===== src/rtl/elevator_ctrl_nfloor_pkg.sv =====
// rtl/elevator_ctrl_nfloor_pkg.sv - shared elevator state encoding and sizing helpers
// Contents: state_t (IDLE/MOVING/DOOR_OPEN), floor_w() floor-index width, max_int().
package elevator_pkg;

    typedef enum logic [1:0] {
        IDLE      = 2'd0,
        MOVING    = 2'd1,
        DOOR_OPEN = 2'd2
    } state_t;

    // Floor index width; a 1-floor degenerate build still needs one bit.
    function automatic int floor_w(input int num_floors);
        return (num_floors > 1) ? $clog2(num_floors) : 1;
    endfunction

    function automatic int max_int(input int a, input int b);
        return (a > b) ? a : b;
    endfunction

endpackage


===== src/rtl/elevator_ctrl_nfloor_if.sv =====
// rtl/elevator_ctrl_nfloor_if.sv - call/door inputs and car status outputs of the elevator controller
// master: drives call_req, door_hold; observes current_floor, pending, move_up, move_down, door_open, dir_up, idle.
// slave : the controller side of the same signals.
interface elevator_ctrl_nfloor_if
    import elevator_pkg::*;
#(
    parameter int NUM_FLOORS = 8
);
    localparam int FLOOR_W = floor_w(NUM_FLOORS);

    logic [NUM_FLOORS-1:0] call_req;
    logic                  door_hold;
    logic [FLOOR_W-1:0]    current_floor;
    logic [NUM_FLOORS-1:0] pending;
    logic                  move_up;
    logic                  move_down;
    logic                  door_open;
    logic                  dir_up;
    logic                  idle;

    modport master (
        output call_req, door_hold,
        input  current_floor, pending, move_up, move_down, door_open, dir_up, idle
    );

    modport slave (
        input  call_req, door_hold,
        output current_floor, pending, move_up, move_down, door_open, dir_up, idle
    );

endinterface


===== src/rtl/elevator_ctrl_nfloor_timer.sv =====
// rtl/elevator_ctrl_nfloor_timer.sv - loadable down-counter shared by door and travel phases
// Ports: clk, rst (sync, active-high), load, load_val[W], zero (count is 0).
module elev_cycle_timer #(
    parameter int W = 2
) (
    input  logic         clk,
    input  logic         rst,
    input  logic         load,
    input  logic [W-1:0] load_val,
    output logic         zero
);

    logic [W-1:0] cnt;

    // Saturates at zero so an idle car keeps a stable zero flag.
    always_ff @(posedge clk) begin
        if (rst) begin
            cnt <= '0;
        end else if (load) begin
            cnt <= load_val;
        end else if (cnt != '0) begin
            cnt <= cnt - W'(1);
        end
    end

    assign zero = (cnt == '0);

endmodule


===== src/rtl/elevator_ctrl_nfloor.sv =====
// rtl/elevator_ctrl_nfloor.sv - N-floor SCAN elevator controller with timed door and travel phases
// Ports: clk, rst (sync, active-high), bus (slave): call_req, door_hold in;
//        current_floor, pending, move_up, move_down, door_open, dir_up, idle out.
module elevator_ctrl_nfloor
    import elevator_pkg::*;
#(
    parameter int NUM_FLOORS    = 8,
    parameter int DOOR_CYCLES   = 4,
    parameter int TRAVEL_CYCLES = 3
) (
    input  logic                   clk,
    input  logic                   rst,
    elevator_ctrl_nfloor_if.slave  bus
);

    localparam int FLOOR_W = floor_w(NUM_FLOORS);
    localparam int TMR_MAX = max_int(DOOR_CYCLES, TRAVEL_CYCLES) - 1;
    localparam int TMR_W   = (TMR_MAX > 0) ? $clog2(TMR_MAX + 1) : 1;
    localparam logic [TMR_W-1:0] DOOR_LOAD   = TMR_W'(DOOR_CYCLES - 1);
    localparam logic [TMR_W-1:0] TRAVEL_LOAD = TMR_W'(TRAVEL_CYCLES - 1);

    state_t                state, state_nxt;
    logic [FLOOR_W-1:0]    floor_q, floor_nxt, eval_floor, stepped_floor;
    logic [NUM_FLOORS-1:0] pending_q, pending_nxt, req, clr;
    logic [NUM_FLOORS-1:0] above_vec, below_vec, floor_hot;
    logic                  dir_q, dir_nxt;
    logic                  above, below, here, call_here;
    logic                  hop_done, door_reload, tmr_zero, tmr_load;
    logic [TMR_W-1:0]      tmr_load_val;

    elev_cycle_timer #(.W(TMR_W)) u_timer (
        .clk      (clk),
        .rst      (rst),
        .load     (tmr_load),
        .load_val (tmr_load_val),
        .zero     (tmr_zero)
    );

    assign req           = pending_q | bus.call_req;
    assign hop_done      = (state == MOVING) && tmr_zero;
    assign stepped_floor = dir_q ? (floor_q + FLOOR_W'(1)) : (floor_q - FLOOR_W'(1));
    // On the edge that finishes a hop the decision is taken at the floor being
    // arrived at, so a requested floor always stops the car.
    assign eval_floor    = hop_done ? stepped_floor : floor_q;

    for (genvar i = 0; i < NUM_FLOORS; i++) begin : g_floor_terms
        assign floor_hot[i] = (FLOOR_W'(i) == eval_floor);
        assign above_vec[i] = req[i] && (FLOOR_W'(i) > eval_floor);
        assign below_vec[i] = req[i] && (FLOOR_W'(i) < eval_floor);
    end

    assign above       = |above_vec;
    assign below       = |below_vec;
    assign here        = |(req & floor_hot);
    assign call_here   = |(bus.call_req & floor_hot);
    assign door_reload = bus.door_hold || call_here;

    always_ff @(posedge clk) begin
        if (rst) begin
            state     <= IDLE;
            floor_q   <= '0;
            pending_q <= '0;
            dir_q     <= 1'b1;
        end else begin
            state     <= state_nxt;
            floor_q   <= floor_nxt;
            pending_q <= pending_nxt;
            dir_q     <= dir_nxt;
        end
    end

    always_comb begin
        logic decide;
        logic use_here;
        logic go_fwd;
        logic go_rev;

        state_nxt    = state;
        floor_nxt    = floor_q;
        dir_nxt      = dir_q;
        decide       = 1'b0;
        use_here     = 1'b1;
        go_fwd       = dir_q ? above : below;
        go_rev       = dir_q ? below : above;
        tmr_load     = 1'b0;
        tmr_load_val = TRAVEL_LOAD;

        case (state)
            IDLE: begin
                decide = 1'b1;
            end
            MOVING: begin
                if (tmr_zero) begin
                    floor_nxt = eval_floor;
                    decide    = 1'b1;
                end
            end
            DOOR_OPEN: begin
                // The floor was cleared on entry, so expiry only looks away.
                if (tmr_zero && !door_reload) begin
                    decide   = 1'b1;
                    use_here = 1'b0;
                end
            end
            default: begin
                state_nxt = IDLE;
            end
        endcase

        if (decide) begin
            if (use_here && here) begin
                state_nxt = DOOR_OPEN;
            end else if (go_fwd) begin
                state_nxt = MOVING;
            end else if (go_rev) begin
                state_nxt = MOVING;
                dir_nxt   = !dir_q;
            end else begin
                state_nxt = IDLE;
            end
        end

        if (state_nxt == MOVING && (state != MOVING || hop_done)) begin
            tmr_load     = 1'b1;
            tmr_load_val = TRAVEL_LOAD;
        end else if (state_nxt == DOOR_OPEN && (state != DOOR_OPEN || door_reload)) begin
            tmr_load     = 1'b1;
            tmr_load_val = DOOR_LOAD;
        end

        // A call for the floor whose door is open is absorbed here.
        clr         = (state_nxt == DOOR_OPEN) ? floor_hot : '0;
        pending_nxt = req & ~clr;
    end

    always_comb begin
        bus.move_up   = (state == MOVING) && dir_q;
        bus.move_down = (state == MOVING) && !dir_q;
        bus.door_open = (state == DOOR_OPEN);
        bus.idle      = (state == IDLE);
    end

    assign bus.current_floor = floor_q;
    assign bus.pending       = pending_q;
    assign bus.dir_up        = dir_q;

endmodule


===== src/flat_wrapper.sv =====
// flat-port wrapper written by rule: the top's interface ports become plain ports
module elevator_ctrl_nfloor_flat import elevator_pkg::*;
#(
    parameter int NUM_FLOORS    = 8,
    parameter int DOOR_CYCLES   = 4,
    parameter int TRAVEL_CYCLES = 3
)
  (clk, rst, bus_call_req, bus_door_hold, bus_current_floor, bus_pending, bus_move_up, bus_move_down, bus_door_open, bus_dir_up, bus_idle);
  elevator_ctrl_nfloor_if #(.NUM_FLOORS(NUM_FLOORS)) bus_i ();
  input  logic clk;
  input  logic rst;
  input wire logic [$bits(bus_i.call_req)-1:0] bus_call_req;
  input wire logic [$bits(bus_i.door_hold)-1:0] bus_door_hold;
  output wire logic [$bits(bus_i.current_floor)-1:0] bus_current_floor;
  output wire logic [$bits(bus_i.pending)-1:0] bus_pending;
  output wire logic [$bits(bus_i.move_up)-1:0] bus_move_up;
  output wire logic [$bits(bus_i.move_down)-1:0] bus_move_down;
  output wire logic [$bits(bus_i.door_open)-1:0] bus_door_open;
  output wire logic [$bits(bus_i.dir_up)-1:0] bus_dir_up;
  output wire logic [$bits(bus_i.idle)-1:0] bus_idle;
  assign bus_i.call_req = bus_call_req;
  assign bus_i.door_hold = bus_door_hold;
  assign bus_current_floor = bus_i.current_floor;
  assign bus_pending = bus_i.pending;
  assign bus_move_up = bus_i.move_up;
  assign bus_move_down = bus_i.move_down;
  assign bus_door_open = bus_i.door_open;
  assign bus_dir_up = bus_i.dir_up;
  assign bus_idle = bus_i.idle;
  elevator_ctrl_nfloor #(.NUM_FLOORS(NUM_FLOORS), .DOOR_CYCLES(DOOR_CYCLES), .TRAVEL_CYCLES(TRAVEL_CYCLES)) u_core (.clk(clk), .rst(rst), .bus(bus_i));
endmodule

===== config.mk =====
export PLATFORM = sky130hd
export DESIGN_NAME = elevator_ctrl_nfloor_flat
export DESIGN_NICKNAME = d
export VERILOG_FILES = /design/src/rtl/elevator_ctrl_nfloor_pkg.sv /design/src/rtl/elevator_ctrl_nfloor_if.sv /design/src/rtl/elevator_ctrl_nfloor_timer.sv /design/src/rtl/elevator_ctrl_nfloor.sv /design/src/flat_wrapper.sv
export SDC_FILE = /design/constraint.sdc
export NUM_CORES = 1
export LEC_CHECK = 0
export CORE_MARGIN = 8
export CORE_UTILIZATION = 30
export DETAILED_ROUTE_END_ITERATION = 16
export GPL_ROUTABILITY_DRIVEN = 0
export HOLD_SLACK_MARGIN = 0.05
export PLACE_DENSITY = 0.48
export SYNTH_ARGS = -nofsm -noshare
export SYNTH_HDL_FRONTEND = slang
export SYNTH_SLANG_ARGS = --single-unit

===== constraint.sdc =====
create_clock -name clk -period 3.4 [get_ports clk]
set_input_delay 0.34 -clock clk [delete_from_list [all_inputs] [get_ports clk]]
set_output_delay 0.34 -clock clk [all_outputs]
set_load 0.1 [all_outputs]

# [Yosys cells after proc, flatten, opt, wreduce, memory -nomap -nowiden]
# Index checks and enable logic that the tools add are counted.
# Widths: inputs -> output; s select.
[op_classes] n_addsub=3 order_cmp=16 n_eq_ne=13 n_mux=21 bitwise=7 n_reduce_logical=40
[op_table] operator="$reduce_or 8->1" count=4
[op_table] operator="$and 8x8->8" count=3
[op_table] operator="$logic_and 1x1->1" count=23
[op_table] operator="$mux 2" count=7
[op_table] operator="$eq 3x3->1 const A" count=4
[op_table] operator="$gt 3x3->1 const A" count=4
[op_table] operator="$lt 3x3->1 const A" count=4
[op_table] operator="$mux 1" count=10
[op_table] operator="$mux 8" count=1
[op_table] operator="$not 8->8" count=1
[op_table] operator="$or 8x8->8" count=1
[op_table] operator="$eq 2x3->1 const A" count=2
[op_table] operator="$gt 1x3->1 const A" count=2
[op_table] operator="$gt 2x3->1 const A" count=2
[op_table] operator="$lt 1x3->1 const A" count=2
[op_table] operator="$lt 2x3->1 const A" count=2
[op_table] operator="$mux 3" count=2
[op_table] operator="$eq 2x1->1 const B" count=2
[op_table] operator="$eq 2x2->1 const B" count=2
[op_table] operator="$logic_not 2->1" count=2
[op_table] operator="$reduce_and 4->1" count=1
[op_table] operator="$reduce_bool 2->1" count=2
[op_table] operator="$add 3x1->3 const B" count=1
[op_table] operator="$eq 1x3->1 const A" count=1
[op_table] operator="other kinds (11)" count=15
[word_totals] regBits=16 in_bits=11 out_inout_bits=16 wordCells=105

# [Depth between registers and ports, before layout]
[depth] depth_word=19 ltp_mapped=11 ltp_nobuf=9

# [By module]
# From an unflattened synthesis, not the netlist that was laid out.
[hier_totals] cells_unflattened=150 hier_area_um2=1248.7
[modules_own_cells] mod="elevator_ctrl_nfloor" n_inst=1 cells_each=138 area_per_inst_um2=1127.3 seq_area_each_um2=280.3
[modules_own_cells] mod="elev_cycle_timer" n_inst=1 cells_each=12 area_per_inst_um2=121.4 seq_area_each_um2=40.0

# [Least setup slack after synthesis]
# No wires, ideal clock.
[synth_timing] path_kind="flip-flop to output port" from="register u_core.dir_q (netlist: u_core.bus.dir_up)" to="output port bus_move_up" arrival_time_ns=3.338 required_time_ns=3.060 setup_slack_ns=-0.278 stages_incl_launch_ff=2 n_path_buf=0 cell_sequence="dfxtp_1 > nor3b_1"
[synth_between] elab_chain_cells=1
[synth_rtl] item="from (decl)" line_no="elevator_ctrl_nfloor.sv:26" text="logic dir_q, dir_nxt;"
[synth_rtl] item="from (signal assigned)" line_no="elevator_ctrl_nfloor.sv:68" text="dir_q <= dir_nxt;"
[synth_rtl] item="$logic_and 1x1->1" line_no="elevator_ctrl_nfloor.sv:137" text="bus.move_up = (state == MOVING) && dir_q;"
[synth_rtl] item="to (decl)" line_no="flat_wrapper.sv:16" text="output wire logic [$bits(bus_i.move_up)-1:0] bus_move_up;"
# No other way between the ends.

# [Worst setup path after layout]
[layout_timing] from="register u_core.floor_q[0] (netlist: u_core.bus.current_floor[0])" to="register u_core.u_timer.cnt[0]"
[layout_between] elab_chain_cells=19 elab_cells_between_ends=75 classes_between="add/sub (2); order compare (16); eq/ne (9); mux (17); bitwise (2); reduce/logical (29)"
[layout_rtl] item="from (decl)" line_no="elevator_ctrl_nfloor.sv:23" text="logic [FLOOR_W-1:0] floor_q, floor_nxt, eval_floor, stepped_floor;"
[layout_rtl] item="from (signal assigned)" line_no="elevator_ctrl_nfloor.sv:66" text="floor_q <= floor_nxt;"
[layout_rtl] item="$sub 3x1->3 or $add 3x1->3 (tied branches)" line_no="elevator_ctrl_nfloor.sv:41" text="assign stepped_floor = dir_q ? (floor_q + FLOOR_W'(1)) : (floor_q - FLOOR_W'(1));"
[layout_rtl] item="$mux 3" line_no="elevator_ctrl_nfloor.sv:41"
[layout_rtl] item="$mux 3 (*)" line_no="elevator_ctrl_nfloor.sv:44" text="assign eval_floor = hop_done ? stepped_floor : floor_q;"
[layout_rtl] item="$eq 1x3->1, or another cell as far along" line_no="elevator_ctrl_nfloor.sv:47" text="assign floor_hot[i] = (FLOOR_W'(i) == eval_floor);"
[layout_rtl] item="$and 8x8->8" line_no="elevator_ctrl_nfloor.sv:55" text="assign call_here = |(bus.call_req & floor_hot);"
[layout_rtl] item="$reduce_or 8->1" line_no="elevator_ctrl_nfloor.sv:55"
[layout_rtl] item="$logic_or 1x1->1" line_no="elevator_ctrl_nfloor.sv:56" text="assign door_reload = bus.door_hold || call_here;"
[layout_rtl] item="$logic_not 1->1" line_no="elevator_ctrl_nfloor.sv:100" text="if (tmr_zero && !door_reload) begin"
[layout_rtl] item="[3 not listed]"
[layout_rtl] item="$logic_and 1x1->1" line_no="elevator_ctrl_nfloor.sv:111" text="if (use_here && here) begin"
[layout_rtl] item="$mux 2" line_no="elevator_ctrl_nfloor.sv:111"
[layout_rtl] item="$mux 2" line_no="elevator_ctrl_nfloor.sv:110" text="if (decide) begin"
[layout_rtl] item="$eq 2x2->1" line_no="elevator_ctrl_nfloor.sv:126" text="end else if (state_nxt == DOOR_OPEN && (state != DOOR_OPEN || door_reload)) begin"
[layout_rtl] item="$logic_and 1x1->1" line_no="elevator_ctrl_nfloor.sv:126"
[layout_rtl] item="$mux 1" line_no="elevator_ctrl_nfloor.sv:126"
[layout_rtl] item="$mux 2 or $mux 1 (tied branches)" line_no="elevator_ctrl_nfloor.sv:123" text="if (state_nxt == MOVING && (state != MOVING || hop_done)) begin"
[layout_rtl] item="$mux 2 or $reduce_bool 2->1 (tied branches)"
[layout_rtl] item="to (signal assigned)" line_no="elevator_ctrl_nfloor_timer.sv:20" text="cnt <= load_val;"
[layout_rtl] item="to (signal assigned)" line_no="elevator_ctrl_nfloor_timer.sv:22" text="cnt <= cnt - W'(1);"
[layout_rtl] item="to (decl)" line_no="elevator_ctrl_nfloor_timer.sv:13" text="logic [W-1:0] cnt;"
# Mark *: on every way between the ends. The rest lies on a longest branch, timed or not.
# A chain may end at the register's enable or synchronous reset.

==> results.json <==
{
  "synth.distinct_cells": 54,
  "fin_hold_ws_ps": 612,
  "p_leak_nw": 0.593,
  "async_flop_share": 0,
  "cts.path.max_buffers": 2,
  "clock_latency_ps": 260,
  "path_class": "register to register",
  "vdd_drop_max_uv": 387,
  "rsz0062_at_grt": "false",
  "die_w_um": 80.6,
  "timing.fmax_mhz": 317,
  "n_fill_cell": 401,
  "final_area_um2": 1620,
  "yosysSeqAreaShare": 0.255,
  "gr-total-overflow": 0,
  "synth_area_leaders": "dfxtp_1 26%, a311oi_1 5.6%, nor2_1 4.5%",
  "boundaryPins": 27,
  "wl_um": 3890,
  "finalMaxSlewViolations": 0,
  "swShare": 0.530,
  "dieArea_um2": 6500,
  "io_buffers": 26,
  "ys.flop_type": "dfxtp_1",
  "ys_warn_count": 0,
  "grt_max_degree": 18,
  "arrival_ps": 3310,
  "dp_hpwl_um": 3040,
  "regArea_um2": 323,
  "synth-edff-count": 0,
  "initial_core_util": 0.313,
  "fin_crit_ps": 3160,
  "period_share": 0.929,
  "critPathCaptureType": "register",
  "switching_power_w": 0.000717,
  "synth_area_um2": 1250,
  "cts_buffers": 3,
  "nets": 186,
  "cap_violations": 0,
  "post-route-drc-count": 0,
  "worst-path-max-fanout": 10,
  "power_frac_clock": 0.131,
  "row_count": 23,
  "required_ps": 3550,
  "place_area_um2": 1560,
  "max_slew_margin": 0.332,
  "mostFrequentLayoutCell": "clkdlybuf4s50_1",
  "post_drt_wl_per_cell_um": 17.5,
  "mostFrequentLayoutCells": "23 x clkdlybuf4s50_1, 15 x nor2_1, 14 x dfxtp_1, 8 x a311oi_1, 7 x buf_4",
  "internal-power_w": 0.000636,
  "synth_top_area_cell": "dfxtp_1",
  "fp.dieH_um": 80.6,
  "first_pass_iters": 4,
  "synth_top_area_frac": 0.255,
  "cts_tree": "done",
  "cts_hold_buf": 0,
  "finalSetupViolations": 0,
  "cts_setup_buffers": 0,
  "clock-sinks": 16,
  "cts-root-buf": "clkbuf_8",
  "ys_ff_latch": 16,
  "grt_pass1_wl_um": 6590,
  "seqPwrFrac": 0.206,
  "area_growth_syn_to_layout_pct": 29.1,
  "vias_per_cell": 5.70,
  "power_density_nw_per_um2": 835,
  "synth_fp_nets": 158,
  "synthCells": 145,
  "coreArea_um2": 4000,
  "tns_ps": 0,
  "hold_class": "register to register",
  "drive_above_1_share": 0.186,
  "skew_ps": 2.16,
  "ant_nets": 0,
  "n_antenna_cell": 0,
  "grt_pass1_vias": 1305,
  "ctsResizeCount": 0,
  "vias": 1265,
  "antenna_found_initial": 0,
  "syn_avg_cell_area_um2": 8.65,
  "track_usage": 0.129,
  "power_frac_comb": 0.663,
  "drtIter0Drc": 91,
  "clk_pin_slew_worst_paths_ps": 70,
  "startpoint_type": "register",
  "htreeDepth": 1,
  "worstMarginPinSlew_ps": 999,
  "outcome": "finished clean",
  "multi_input_area_um2": 877,
  "hold_viol": 0
}
==> synth_stat cells (3+ instances only) <==
cell / instances
o21ai_0: 5
o211ai_1: 4
dfxtp_1: 16
o2111ai_1: 3
nand2_1: 6
inv_1: 5
a21oi_1: 6
mux2i_1: 3
or3_1: 3
nor2b_1: 3
a311oi_1: 8
or2_2: 6
nor3_1: 6
nand2b_1: 4
nor2_1: 15
==> cells by family after synthesis <==
group,share of synthesized area
simple gates,0.262
fa+ha+maj,0.0339
mux,0.0329
flops,0.255
buf+inv,0.0549
xor+xnor,0.0429
compound gates,0.317
==> area by class of cell <==
| class | instances | area share |
|---|---|---|
| clock buffer | 4 | 0.0340 |
| inverter | 5 | 0.0116 |
| multi-input combinational | 117 | 0.542 |
| sequential | 16 | 0.199 |
| tap | 50 | 0.0386 |
| timing repair buffer | 30 | 0.175 |
==> worst max-delay path, cell delays in order, from the launching register on <==
cell	delay (ps)
dfxtp_2	420
inv_1	180
fa_1	460
xnor2_2	210
or3_1	410
nand2_2	200
mux2i_1	460
nor4b_4	110
or2_2	320
a221oi_1	290
==> layer usage <==
metal / up-vias / GRT usage / share of wire
met5: - / 0 / 0
met4: 0 / 0.0418 / 0.0087
met3: 4 / 0.0290 / 0.061
met2: 29 / 0.208 / 0.48
met1: 623 / 0.165 / 0.45
li1: 609 / - / -
==> sequential cells by signal (all words and copies together) (netlist names) <==
signal,flops
u_core.bus.pending,8
u_core.bus.current_floor,3
u_core.state,2
u_core.u_timer.cnt,2
u_core.bus.dir_up,1
==> power by group through the flow <==
stage	combinational, W	sequential [W]	clock, W
floorplan	0.000582	0.000394	0
global placement	0.000889	0.000280	0
detailed placement	0.000893	0.000282	0
CTS	0.000898	0.000278	0.000179
global route	0.000961	0.000287	0.000186
finish	0.000897	0.000278	0.000177
==> path summary, 6_finish.rpt <==
path         depth (start not counted)                    end                   startpoint  slack (ps)
max                                  9  u_core.u_timer.cnt[0]  u_core.bus.current_floor[0]         240
min                                  2  u_core.u_timer.cnt[0]        u_core.u_timer.cnt[0]         610
max reg2reg                          9  u_core.u_timer.cnt[0]  u_core.bus.current_floor[0]         240
min reg2reg                          2  u_core.u_timer.cnt[0]        u_core.u_timer.cnt[0]         610
==> per-stage QoR <==
step | utilization | setup slack, ps | total power (W) | std cells
final | 0.405 | 242 | 0.00135 | 222
after CTS | 0.403 | 200 | 0.00135 | 222
after global placement | 0.389 | 296 | 0.00117 | 218
after detailed placement | 0.389 | 236 | 0.00117 | 218
after global routing | 0.405 | 34.0 | 0.00143 | 222
after floorplan | - | 101 | 0.000976 | 145
(Power assumes the default switching activity.)
